--- config.mk ---
export PLATFORM = sky130hd
export DESIGN_NAME = bf2i_input_bundler
export DESIGN_NICKNAME = d
export VERILOG_FILES = /design/src/rtl/bf2i_input_bundler.sv
export SDC_FILE = /design/constraint.sdc
export NUM_CORES = 1
export LEC_CHECK = 0
export ABC_AREA = 1
export ABC_CLOCK_PERIOD_IN_PS = 3050
export CELL_PAD_IN_SITES_DETAIL_PLACEMENT = 1
export CELL_PAD_IN_SITES_GLOBAL_PLACEMENT = 1
export CORE_MARGIN = 1
export CORE_UTILIZATION = 50
export CTS_CLUSTER_SIZE = 40
export DETAILED_ROUTE_END_ITERATION = 10
export DONT_BUFFER_PORTS = 1
export PLACE_DENSITY_LB_ADDON = 0.1
export SYNTH_ARGS = -nofsm -noshare
export SYNTH_HDL_FRONTEND = slang
export SYNTH_SLANG_ARGS = --single-unit
--- constraint.sdc ---
create_clock -name clk -period 3.05 [get_ports clk]
set_input_delay 0.1525 -clock clk [delete_from_list [all_inputs] [get_ports clk]]
set_output_delay 0.1525 -clock clk [all_outputs]
set_load 0.01 [all_outputs]
--- src/rtl/bf2i_input_bundler.sv ---
// Ping-pong bundler: packs a serial I/Q stream into DEPTH-wide bundles for the BF2I stage.
// Optional BUNDLER_BITREV_EN: write sample k of a frame to slot bitrev(k) instead of slot k.
`timescale 1ns/1ps
module bf2i_input_bundler #(
    parameter int unsigned WIDTH = 9,
    parameter int unsigned DEPTH = 16
) (
    input  logic                                 clk,
    input  logic                                 rst,
    input  logic                                 s_valid,
    output logic                                 s_ready,
    input  logic signed [WIDTH-1:0]              s_din_R,
    input  logic signed [WIDTH-1:0]              s_din_Q,
    input  logic                                 s_last,
    output logic                                 m_valid,
    input  logic                                 m_ready,
    output logic signed [DEPTH-1:0][WIDTH-1:0]   m_dout_R,
    output logic signed [DEPTH-1:0][WIDTH-1:0]   m_dout_Q
);

    localparam int unsigned CW = $clog2(DEPTH);

    typedef enum logic [1:0] {
        BANK_EMPTY   = 2'd0,
        BANK_FILLING = 2'd1,
        BANK_FULL    = 2'd2
    } bank_state_t;

    bank_state_t      bank_q [2];
    bank_state_t      bank_d [2];
    logic             wb_q, wb_d;
    logic             rb_q, rb_d;
    logic [CW-1:0]    wcnt_q, wcnt_d;
    logic             s_ready_d, m_valid_d;

    logic [DEPTH-1:0] mask_q [2];
    logic [WIDTH-1:0] mem_r  [2][DEPTH];
    logic [WIDTH-1:0] mem_q  [2][DEPTH];

    logic             in_acc, out_acc, close;
    logic [CW-1:0]    slot;

    assign in_acc  = s_valid && s_ready;
    assign out_acc = m_valid && m_ready;
    assign close   = in_acc && ((wcnt_q == CW'(DEPTH - 1)) || s_last);

`ifdef BUNDLER_BITREV_EN
    always_comb begin
        slot = '0;
        for (int i = 0; i < int'(CW); i++) begin
            slot[i] = wcnt_q[int'(CW) - 1 - i];
        end
    end
`else
    assign slot = wcnt_q;
`endif

    // State register, including the registered handshake outputs
    always_ff @(posedge clk) begin
        if (rst) begin
            bank_q[0] <= BANK_EMPTY;
            bank_q[1] <= BANK_EMPTY;
            wb_q      <= 1'b0;
            rb_q      <= 1'b0;
            wcnt_q    <= '0;
            s_ready   <= 1'b1;
            m_valid   <= 1'b0;
        end else begin
            bank_q    <= bank_d;
            wb_q      <= wb_d;
            rb_q      <= rb_d;
            wcnt_q    <= wcnt_d;
            s_ready   <= s_ready_d;
            m_valid   <= m_valid_d;
        end
    end

    // Next-state: an accepted bank and a closing bank are never the same bank
    always_comb begin
        bank_d = bank_q;
        wb_d   = wb_q;
        rb_d   = rb_q;
        wcnt_d = wcnt_q;
        if (out_acc) begin
            bank_d[rb_q] = BANK_EMPTY;
            rb_d         = ~rb_q;
        end
        if (in_acc) begin
            if (close) begin
                bank_d[wb_q] = BANK_FULL;
                wcnt_d       = '0;
                wb_d         = ~wb_q;
            end else begin
                bank_d[wb_q] = BANK_FILLING;
                wcnt_d       = wcnt_q + CW'(1);
            end
        end
    end

    // Output decode from next state so the handshake flops track the bank states
    always_comb begin
        s_ready_d = 1'b1;
        m_valid_d = 1'b0;
        s_ready_d = (bank_d[wb_d] != BANK_FULL);
        m_valid_d = (bank_d[rb_d] == BANK_FULL);
    end

    // Written-slot masks; the first write into an EMPTY bank starts a fresh mask
    always_ff @(posedge clk) begin
        if (rst) begin
            mask_q[0] <= '0;
            mask_q[1] <= '0;
        end else if (in_acc) begin
            if (bank_q[wb_q] == BANK_EMPTY) begin
                mask_q[wb_q] <= DEPTH'(1) << slot;
            end else begin
                mask_q[wb_q] <= mask_q[wb_q] | (DEPTH'(1) << slot);
            end
        end
    end

    always_ff @(posedge clk) begin
        if (in_acc) begin
            mem_r[wb_q][slot] <= s_din_R;
            mem_q[wb_q][slot] <= s_din_Q;
        end
    end

    // Unwritten slots read as zero, hiding data left over from earlier frames
    always_comb begin
        m_dout_R = '0;
        m_dout_Q = '0;
        for (int k = 0; k < int'(DEPTH); k++) begin
            if (mask_q[rb_q][k]) begin
                m_dout_R[k] = mem_r[rb_q][k];
                m_dout_Q[k] = mem_q[rb_q][k];
            end
        end
    end

endmodule

* Yosys cells after proc, flatten, opt, wreduce, memory -nomap -nowiden
Memories as Yosys holds them, arrays and structs flattened. A register that Yosys moved wholly into a read port is not among the register bits.
Cells that the tools add are included.
** Storage, ports and cells
- Memories kept :: 3
- Input port bits :: 23
- Register bits :: 12
- Memory bits (writable) :: 608
** Cells by class
- Shift operators :: 1
- Add/subtract/negate cells :: 1
- Order comparisons :: 8
- Bitwise operators :: 17
- Multiplexer cells :: 74
- Eq/ne operators :: 3
- Reductions and logical operators :: 9
** Memory list
- mem_q :: words 2, width 144, read ports 1, clocked after memory_dff 1, write ports 1, RTL line 38 : logic [WIDTH-1:0] mem_q [2][DEPTH];
- mem_r :: words 2, width 144, read ports 1, clocked after memory_dff 1, write ports 1, RTL line 37 : logic [WIDTH-1:0] mem_r [2][DEPTH];
- mask_q :: words 2, width 16, read ports 2, clocked after memory_dff 2, write ports 2, RTL line 36 : logic [DEPTH-1:0] mask_q [2];
** Operators by type and width (number)
- $mux 9 :: 33
- $mux 144 :: 1
- $demux 9 s4 :: 1
- $mux 16 :: 2
- $mux 2 :: 11
- $mux 1 :: 20
- $mux 4 :: 4
- $or 16x16->16 :: 1
- $reduce_or 16->1 :: 1
- $shl 1x4->16 const A :: 1
- $ge 2x2->1 const B :: 4
- $not 1->2 :: 4
- $logic_and 1x1->1 :: 6
- $ge 5x5->1 const B :: 1
- $lt 5x1->1 const B :: 1
- $not 4->5 :: 1
- $add 4x1->4 const B :: 1
- $and 2x2->2 :: 2
- $and 4x4->4 :: 1
- $demux 2 s1 :: 2
- $eq 4x4->1 const B :: 1
- $lt 2x1->1 const B :: 2
- $not 2->2 :: 2
- $not 4->4 :: 1
- other kinds (7) :: 9

* Depth between registers and ports, before layout
Gate-level depths: netlist of the first run.
- Depth in word-level cells :: 15
- Depth in mapped cells :: 10
- Gate-level depth less buffers :: 9

* Least setup slack after synthesis of the first run
No wires, ideal clock.
- Kind :: reg2reg
- Start :: register wcnt_q[2] (netlist: slot[2])
- End :: memory mem_q[0][72] in the netlist's numbering (enable)
- Cell stages (with the launch flop) :: 6
- Library setup time :: 0.416 ns
- Data arrival time :: 2.084 ns
- Setup slack :: 0.550 ns
- Data required time :: 2.634 ns
- Buffers on the path :: 1
- Clock period less this slack :: 2.500 ns
- Cell sequence :: dfxtp_1 > buf_2 > inv_1 > nor2_1 > inv_1 > nor3_1
** Between the ends
- Longest elaborated chain between the ends :: 6
** RTL lines
- start, declared :: RTL line 33 : logic [CW-1:0] wcnt_q, wcnt_d;
- start signal, assigned :: RTL line 72 : wcnt_q <= wcnt_d;
- $not 4->5 (implied by the code) * :: RTL line 125 : mem_q[wb_q][slot] <= s_din_Q;
- $ge 5x5->1 (implied by the code) or $lt 5x1->1 (tied branches) :: RTL line 125
- $logic_and 1x1->1 (implied by the code) :: RTL line 125
- $mux 9 (implied by the code) :: RTL line 125
- $demux 9 s4 * :: RTL line 125
- $mux 144 (implied by the code) * :: RTL line 125
- end, declared :: RTL line 38
Every way passes the cells marked *; elsewhere a longest branch is shown, timed or not.

==> impl_results.md, run 1 <==
* Fraction of layout cells with a size suffix above 1 at between 7 and 8%
* Crit path DAT at 2.64 ns
* Most frequent cell after synthesis: nand2_1
* Area Overhead vs Synth at 13.5%
* Synthesized instance count at 2417
* Root Buffer: clkbuf_16
* Static leakage at ~13 nW
* CP bufs+invs at 2
* Pwr/cell area at 634 nW/um2
* Max Root-Sink Buffers at 3
* Leading area contributor after synthesis: edfxtp_1
* Diode count at 0
* Crit Path Category: register to primary output
* Instance count on the critical path at 5
* DP HPWL at 39.8 mm
* CTS tree: yes
* Worst-Margin Slew at 0.897 ns
* Fin. max-slew vios at 0
* Top cells by count, synth: nand2_1, edfxtp_1, inv_1
* Die height at 229 um
* Synth Cell Area at between 20000 and 30000 um2
* CP Capture Point: m_dout_Q[101]
* Clock sinks at 620
* FF-to-FF setup slack at approximately 0.57 ns
* Yosys warns at 0
* Die Area at 52300 um2
* Synthesized flop and latch total at 620
* Reg2Reg Capture Point: bank_q[0]
* CP startpoint: rb_q
* P_sw at 4.33 mW
* Switching share of power at a little under a quarter
* Hold Fails Final Rpt at 0
* Routed met3 length at 4.50 mm
* CP max-delay cell: dfxtp_4
* Total routed wirelength at approximately 70 mm
* Initial antenna violation count at 3
* Io pins at 313
* Routed len/inst at 21.8 um
* H-tree depth at 3
* Hold WC Path Type: primary input to register
* TritonRoute pass-1 iters at 5
* Sequential share of the synthesized area at between 70% and 80%
* Largest net degree at the start of global routing at 102
* Total track usage at about 27%
* Post-synth EDFFs at 608
* Clock Skew at 0.0129 ns
* Max Cap Viol at 0
* R2R Path Start: rb_q
* DRT antenna net count at 0
* Worst-path cell chain: buf_4 > nand2_1 > o21ai_2 > nand2_1 > inv_1
* Cts bufs inserted at 66
* Total core area at 50400 um2
* Status: completed
* Wl on met1 at 29.2 mm
* Via count at 16800
* Cell row count at 82
* Post-synth cell types at 26
* Total gr overflow at 0
* Starting Density at 51.0%
* Drt via density at 5.26
* Prevailing post-synth register cell: edfxtp_1
* Die W at 229 um
* CP Data Required Time at 2.90 ns
* Yosys top cell area share at 71.1%
* Worst path max stage delay at 0.78 ns
* CP most frequent cell: nand2_1
* Final setup fails at 0
* Top delay family on crit path: flip-flops
* Int Pwr at approximately 14 mW
* Final Util at 57.8%
* Clock network fraction of total power at 41.7%
* Clk slew on worst S/H paths at ~0.060 ns
* Relative slew slack at 40.2%
* CP endpoint kind: primary output
* Reg2Reg Depth at 5
* Sequential cell fraction of total power at 51.4%
* Met2 WL post-DR at approximately 35 mm
* Post-synth ARST share at 0%
* RSZ-0062 raised after global routing: no
* Worst VDD drop at 0.517 mV
* Buffers on Ports at 0
* Ranking of synthesized cells by area: edfxtp_1, nand2_1, inv_1
* Max Freq at 0.359 GHz
* Vias in the first global route at 17500
* GP Congestion at 0.791
* Worst hold slack at 0.125 ns
* Worst Path Max Fanout at 40
* Top Layer Used: met4
* Final net count at roughly 2500
* Crit share post-route at 91.4%
* Initial DRC count at between 1000 and 1500
* Fin crit period at 2.79 ns
* DRC at 0
* Worst setup SP type: register
* Total Neg Setup Slack at 0 ns
* Comb power frac at 6.9%
* Syn nets at 2446
* First-pass GRT wire length at between 100 and 150 mm
* Avg Cell Area, Syn at 10.6 um2
* Worst-skew pair later-pin latency at 0.60 ns
-- per-stage QoR --
| stage | power, mW | setup slack, ns | cells | area, um2 |
|---|---|---|---|---|
| after global routing | 19.0 | 0.00823 | 3203 | 29100 |
| after detailed placement | 10.7 | 0.801 | 3043 | 26500 |
| after global placement | 10.7 | 0.866 | 3043 | 26500 |
| after floorplan | 10.4 | 0.550 | 2417 | 25700 |
| final | 18.5 | 0.262 | 3203 | 29100 |
| after CTS | 18.6 | 0.197 | 3203 | 29100 |
-- cell usage in the layout, fill, tap and decap left out, types with 2 or more instances in the layout --
cell	count
nand3_1	15
clkbuf_1	17
o21ai_0	16
buf_4	45
nor2_2	7
o21ai_2	10
clkbuf_16	69
nand2_1	1244
a21oi_1	37
ha_1	6
nor3_2	4
edfxtp_1	608
nor2_1	31
o21ai_4	6
inv_6	2
clkinv_1	16
clkinv_2	9
bufinv_16	3
dfxtp_1	10
buf_12	21
inv_1	316
dlygate4sd3_1	23
-- worst min-delay path by stage --
stage                     startpoint      endpoint  slack (ns)  cells after the start
after floorplan                  rst     bank_q[0]        0.22                      1
after global placement           rst     bank_q[3]        0.23                      1
after detailed placement         rst          wb_q        0.23                      1
after CTS                        rst  mask_q[1][1]        0.09                      5
after global routing             rst  mask_q[0][7]        0.15                      5
final                            rst  mask_q[0][3]        0.12                      5
-- state kept, by name, indices dropped and copies added (netlist names) --
| name | count |
|---|---|
| bank_q | 4 |
| m_valid | 1 |
| mask_q | 32 |
| mem_q | 288 |
| mem_r | 288 |
| rb_q | 1 |
| s_ready | 1 |
| slot | 4 |
| wb_q | 1 |
-- power by group through the flow --
stage / sequential, mW / combinational, mW / clock [mW]
floorplan: 9.65 / 0.757 / 0
global placement: 9.67 / 0.990 / 0
detailed placement: 9.68 / 1.02 / 0
CTS: 9.49 / 1.30 / 7.82
global route: 9.50 / 1.40 / 8.12
finish: 9.49 / 1.28 / 7.70
-- worst min-delay path: stages --
cell and delay, ns:
nor2_2 0.03, nand2_1 0.10, nor2_4 0.11, nand2_1 0.10, a21oi_1 0.06
-- kinds of logic after synthesis --
family	after synthesis	synth area share [%]
AOI/OAI and AO/OA	70	1.77
xor gates and xnor gates	1	0.0341
adders and majority gates	6	0.292
buffers and inverters	413	6.56
DFF	620	72.1
and+or+nand+nor	1307	19.3
-- layer usage --
layer	GRT usage [%]	vias up
met5	0	-
met1	35.1	8391
met3	5.61	106
li1	-	7768
met4	8.60	0
met2	44.9	572
-- timing repair --
action,CTS,global route
hold buffers,41,0
buffers inserted,0,0
resized for setup,0,0
hold endpoints to repair,588,0
-- area by class of cell --
cell class | instances | area (um2)
clock buffers | 87 | 1800
clock inverters | 32 | 236
fillers | 5276 | 21200
inverters | 318 | 1200
multi-input cells | 1384 | 5530
flip-flops and latches | 620 | 18500
well taps | 672 | 841
repair buffers | 90 | 1020
Power figures use the tool's default switching activity.
==> run 2, diff against run 1 <==
Settings changed: ABC_AREA 1 to unset, CELL_PAD_IN_SITES_DETAIL_PLACEMENT 1 to unset, CELL_PAD_IN_SITES_GLOBAL_PLACEMENT 1 to unset, CORE_UTILIZATION 50 to 63, PLACE_DENSITY set to 0.79, PLACE_DENSITY_LB_ADDON 0.1 to unset.
==> run 2 against run 1 <==
  * Register-to-register slack better by 0.11 ns
  * Final cell count fell by 34%
  * Non-clock buffer count grew 8
  * Critical endpoint is now m_dout_Q[139]
==> impl_results.md, run 2 <==
* Clk slew on worst S/H paths at 0.06 ns (about the same)
* Root Buffer: clkbuf_16
* Die Area at 38700 um2 (-26%)
* Worst path max stage delay at 0.64 ns (-0.14 ns)
* Post-synth EDFFs at 608 (unchanged)
* DRT antenna net count at 0 (unchanged)
* Post-cts sizing count at 0 (unchanged)
* Finished Cell Area at 27300 um2 (-6.2%)
* CP max-delay cell: dfxtp_4
* Simple-Gate Fraction of Synth Area at 6.81% (-12 points)
* DP HPWL at 29.2 mm (-27%)
* CP endpoint kind: primary output
* Synth Area in Adders at 0.314% (+0.022 points)
* Synthesized flop and latch total at 620 (unchanged)
* Static leakage at 8.59 nW (-34%)
* Final net count at 1579 (-37%)
* Worst hold slack at 0.0689 ns (-0.0558 ns)
* Synth Area in XOR/XNOR at 0.0367% (+0.0025 points)
* Yosys top cell area share at 76.4% (+5.3 points)
* Max Root-Sink Buffers at 3 (unchanged)
* Total Neg Setup Slack at 0 ns (unchanged)
* Crit share post-route at 81.9% (-9.5 points)
* Worst Path Max Fanout at 82 (+110%)
* Synthesized instance count at 1457 (-40%)
* Fillers at 2276 (-57%)
* Fin crit period at 2.50 ns (-0.289 ns)
* Relative slew slack at 39.7% (-0.47 points)
* Crit path DAT at 2.35 ns (-0.29 ns)
* Yosys warns at 0 (unchanged)
* Total core area at 37000 um2 (-27%)
* Top delay family on crit path: flip-flops
* DP Area at 24700 um2 (-6.7%)
* Crit Path Category: register to primary output
* Clock sinks at 620 (unchanged)
* Status: completed
* Ranking of synthesized cells by area: edfxtp_1, mux2i_1, nor2_1
* Total gr overflow at 0 (unchanged)
* Total routed wirelength at 52.5 mm (-25%)
* Starting Density at 64.6% (+14 points)
* Io pins at 313 (unchanged)
* Area Overhead vs Synth at 14.4%
* Largest family of logic cells by synthesized area: multiplexers
* CP bufs+invs at 1 (-1)
* Max Freq at 0.400 GHz (+12%)
* Post-synth cell types at 32 (+23%)
* DRC at 0 (unchanged)
* TritonRoute pass-1 iters at 6 (+1)
* Largest regs: mem_q (288), mem_r (288), mask_q (32)
* H-tree depth at 2 (-1)
* Most frequent cell after synthesis: edfxtp_1
* Via count at 12500 (-26%)
* Largest net degree at the start of global routing at 83 (-19%)
* Vias in the first global route at 12300 (-30%)
* Max Cap Viol at 0 (unchanged)
* Hold Fails Final Rpt at 0 (unchanged)
* Fraction of layout cells with a size suffix above 1 at 11.0% (+3.6 points)
* Most frequent cells in the layout: edfxtp_1, nor2_1, mux2i_1
* Fin. max-slew vios at 0 (unchanged)
* Pwr/cell area at 661 nW/um2 (+4.1%)
* Die height at 197 um (-14%)
* Drt via density at 5.96 (+13%)
* Prevailing post-synth register cell: edfxtp_1
* Buffers on Ports at 0 (unchanged)
* CTS tree: yes
* Top cells by count, synth: edfxtp_1, nor2_1, mux2i_1
* Worst-Margin Slew at 0.900 ns (+0.00290 ns)
* Post-synth ARST share at 0% (unchanged)
* Initial antenna violation count at 1 (-2)
* Cell row count at 70 (-15%)
* Worst setup SP type: register
* Total track usage at 27.1% (+0.27 points)
* Die W at 197 um (-14%)
* GP Congestion at 0.836 (+5.8%)
* Initial DRC count at 1066 (-13%)
* Total design power at 18.1 mW (-2.3%)
* RSZ-0062 raised after global routing: no
* Synth Cell Area at 23900 um2 (-6.9%)
* Leading cell type in the layout, fill and taps excluded: edfxtp_1
* Leading area contributor after synthesis: edfxtp_1
* Cts bufs inserted at 58 (-12%)
* Routed len/inst at 25.0 um (+14%)
* CP Data Required Time at 2.90 ns (about the same)
* First-pass GRT wire length at 76.1 mm (-28%)
* Worst VDD drop at 0.491 mV (-5.0%)
* Clock Skew at 0.0332 ns (+0.0203 ns)
* Synth Area in Compound Gates at 0.995% (-0.78 points)
* Setup Buffers After CTS at 0 (unchanged)
* Avg Cell Area, Syn at 16.4 um2 (+54%)
* Worst-path cell chain: buf_12 > mux2i_1 > nor2_1
* Final setup fails at 0 (unchanged)
* Sequential share of the synthesized area at 77.4% (+5.4 points)
* Syn nets at 1486 (-39%)
* Mux contribution to synthesized area at 13.0% (+13 points)
* Hold WC Path Type: primary input to register
* Worst-skew pair later-pin latency at 0.62 ns (+0.02 ns)
## run 2: changes by cell type in the layout (fill, tap and decap cells not counted), moves of 10 or more
| cell | before | now |
|---|---|---|
| inv_1 | 316 | 3 |
| mux2i_1 | 0 | 301 |
| nor2_1 | 31 | 334 |
| o21ai_0 | 16 | 0 |
| nand2_1 | 1244 | 42 |
| o21ai_2 | 10 | 0 |
## run 2: final timing paths
check | start | endpoint | slack (ns) | depth (start not counted)
setup reg to reg | slot[0] | slot[1] | 0.68 | 5
setup / recovery | rb_q | m_dout_Q[139] | 0.55 | 3
hold reg to reg | bank_q[2] | bank_q[2] | 0.52 | 2
hold / removal | s_valid | slot[3] | 0.07 | 3
## run 2: kinds of logic after synthesis
family	Yosys count
flops	620
simple gates	410
buf+inv	68
compound gates	42
fa+ha+maj	6
xor+xnor	1
mux	310
## run 2: final cells by class
cell class,count,area [um2],share of cell area (%)
tap,504,631,2.31
antenna,1,2.50,0.00916
clock buffer,71,1560,5.72
inverter,3,11.3,0.0412
multi-input combinational,769,5090,18.6
clock inverter,37,452,1.65
sequential,620,18500,67.7
timing repair buffer,98,1080,3.96
## run 2: what timing repair did
action / in CTS / in global routing
hold endpoints to repair: 596 / 0
hold buffers: 41 / 0
setup endpoints to repair: 0 / 0
## run 2: layer usage
metal,share of wire [%],track usage [%],vias to the layer above
met4,2.9,10.2,0
met2,49,44.2,584
met5,0,0,-
li1,-,-,5592
met1,39,36.5,6265
met3,8.9,5.51,100
## run 2: where the power goes
| part | internal [mW] | leakage (nW) | switching (mW) |
|---|---|---|---|
| registers | 9.42 | 5.63 | 0.0423 |
| logic | 0.315 | 1.99 | 0.734 |
| clock network | 4.50 | 0.980 | 3.04 |
| total | 14.2 | 8.59 | 3.82 |
## run 2: worst register-to-register path, stage by stage (launching register included)
cell and delay, ns:
dfxtp_1 0.37, ha_1 0.31, a31oi_1 0.72, nand4_1 0.18, a21oi_1 0.17, dlygate4sd3_1 0.56
## run 2: through the flow
step / setup WS (ns) / util, % / std cells
after floorplan: 0.503 / - / 1457
after detailed placement: 0.797 / 66.9 / 1953
after CTS: 0.507 / 73.9 / 2102
after global placement: 0.934 / 66.9 / 1953
after global routing: 0.458 / 73.9 / 2103
final: 0.551 / 73.9 / 2103
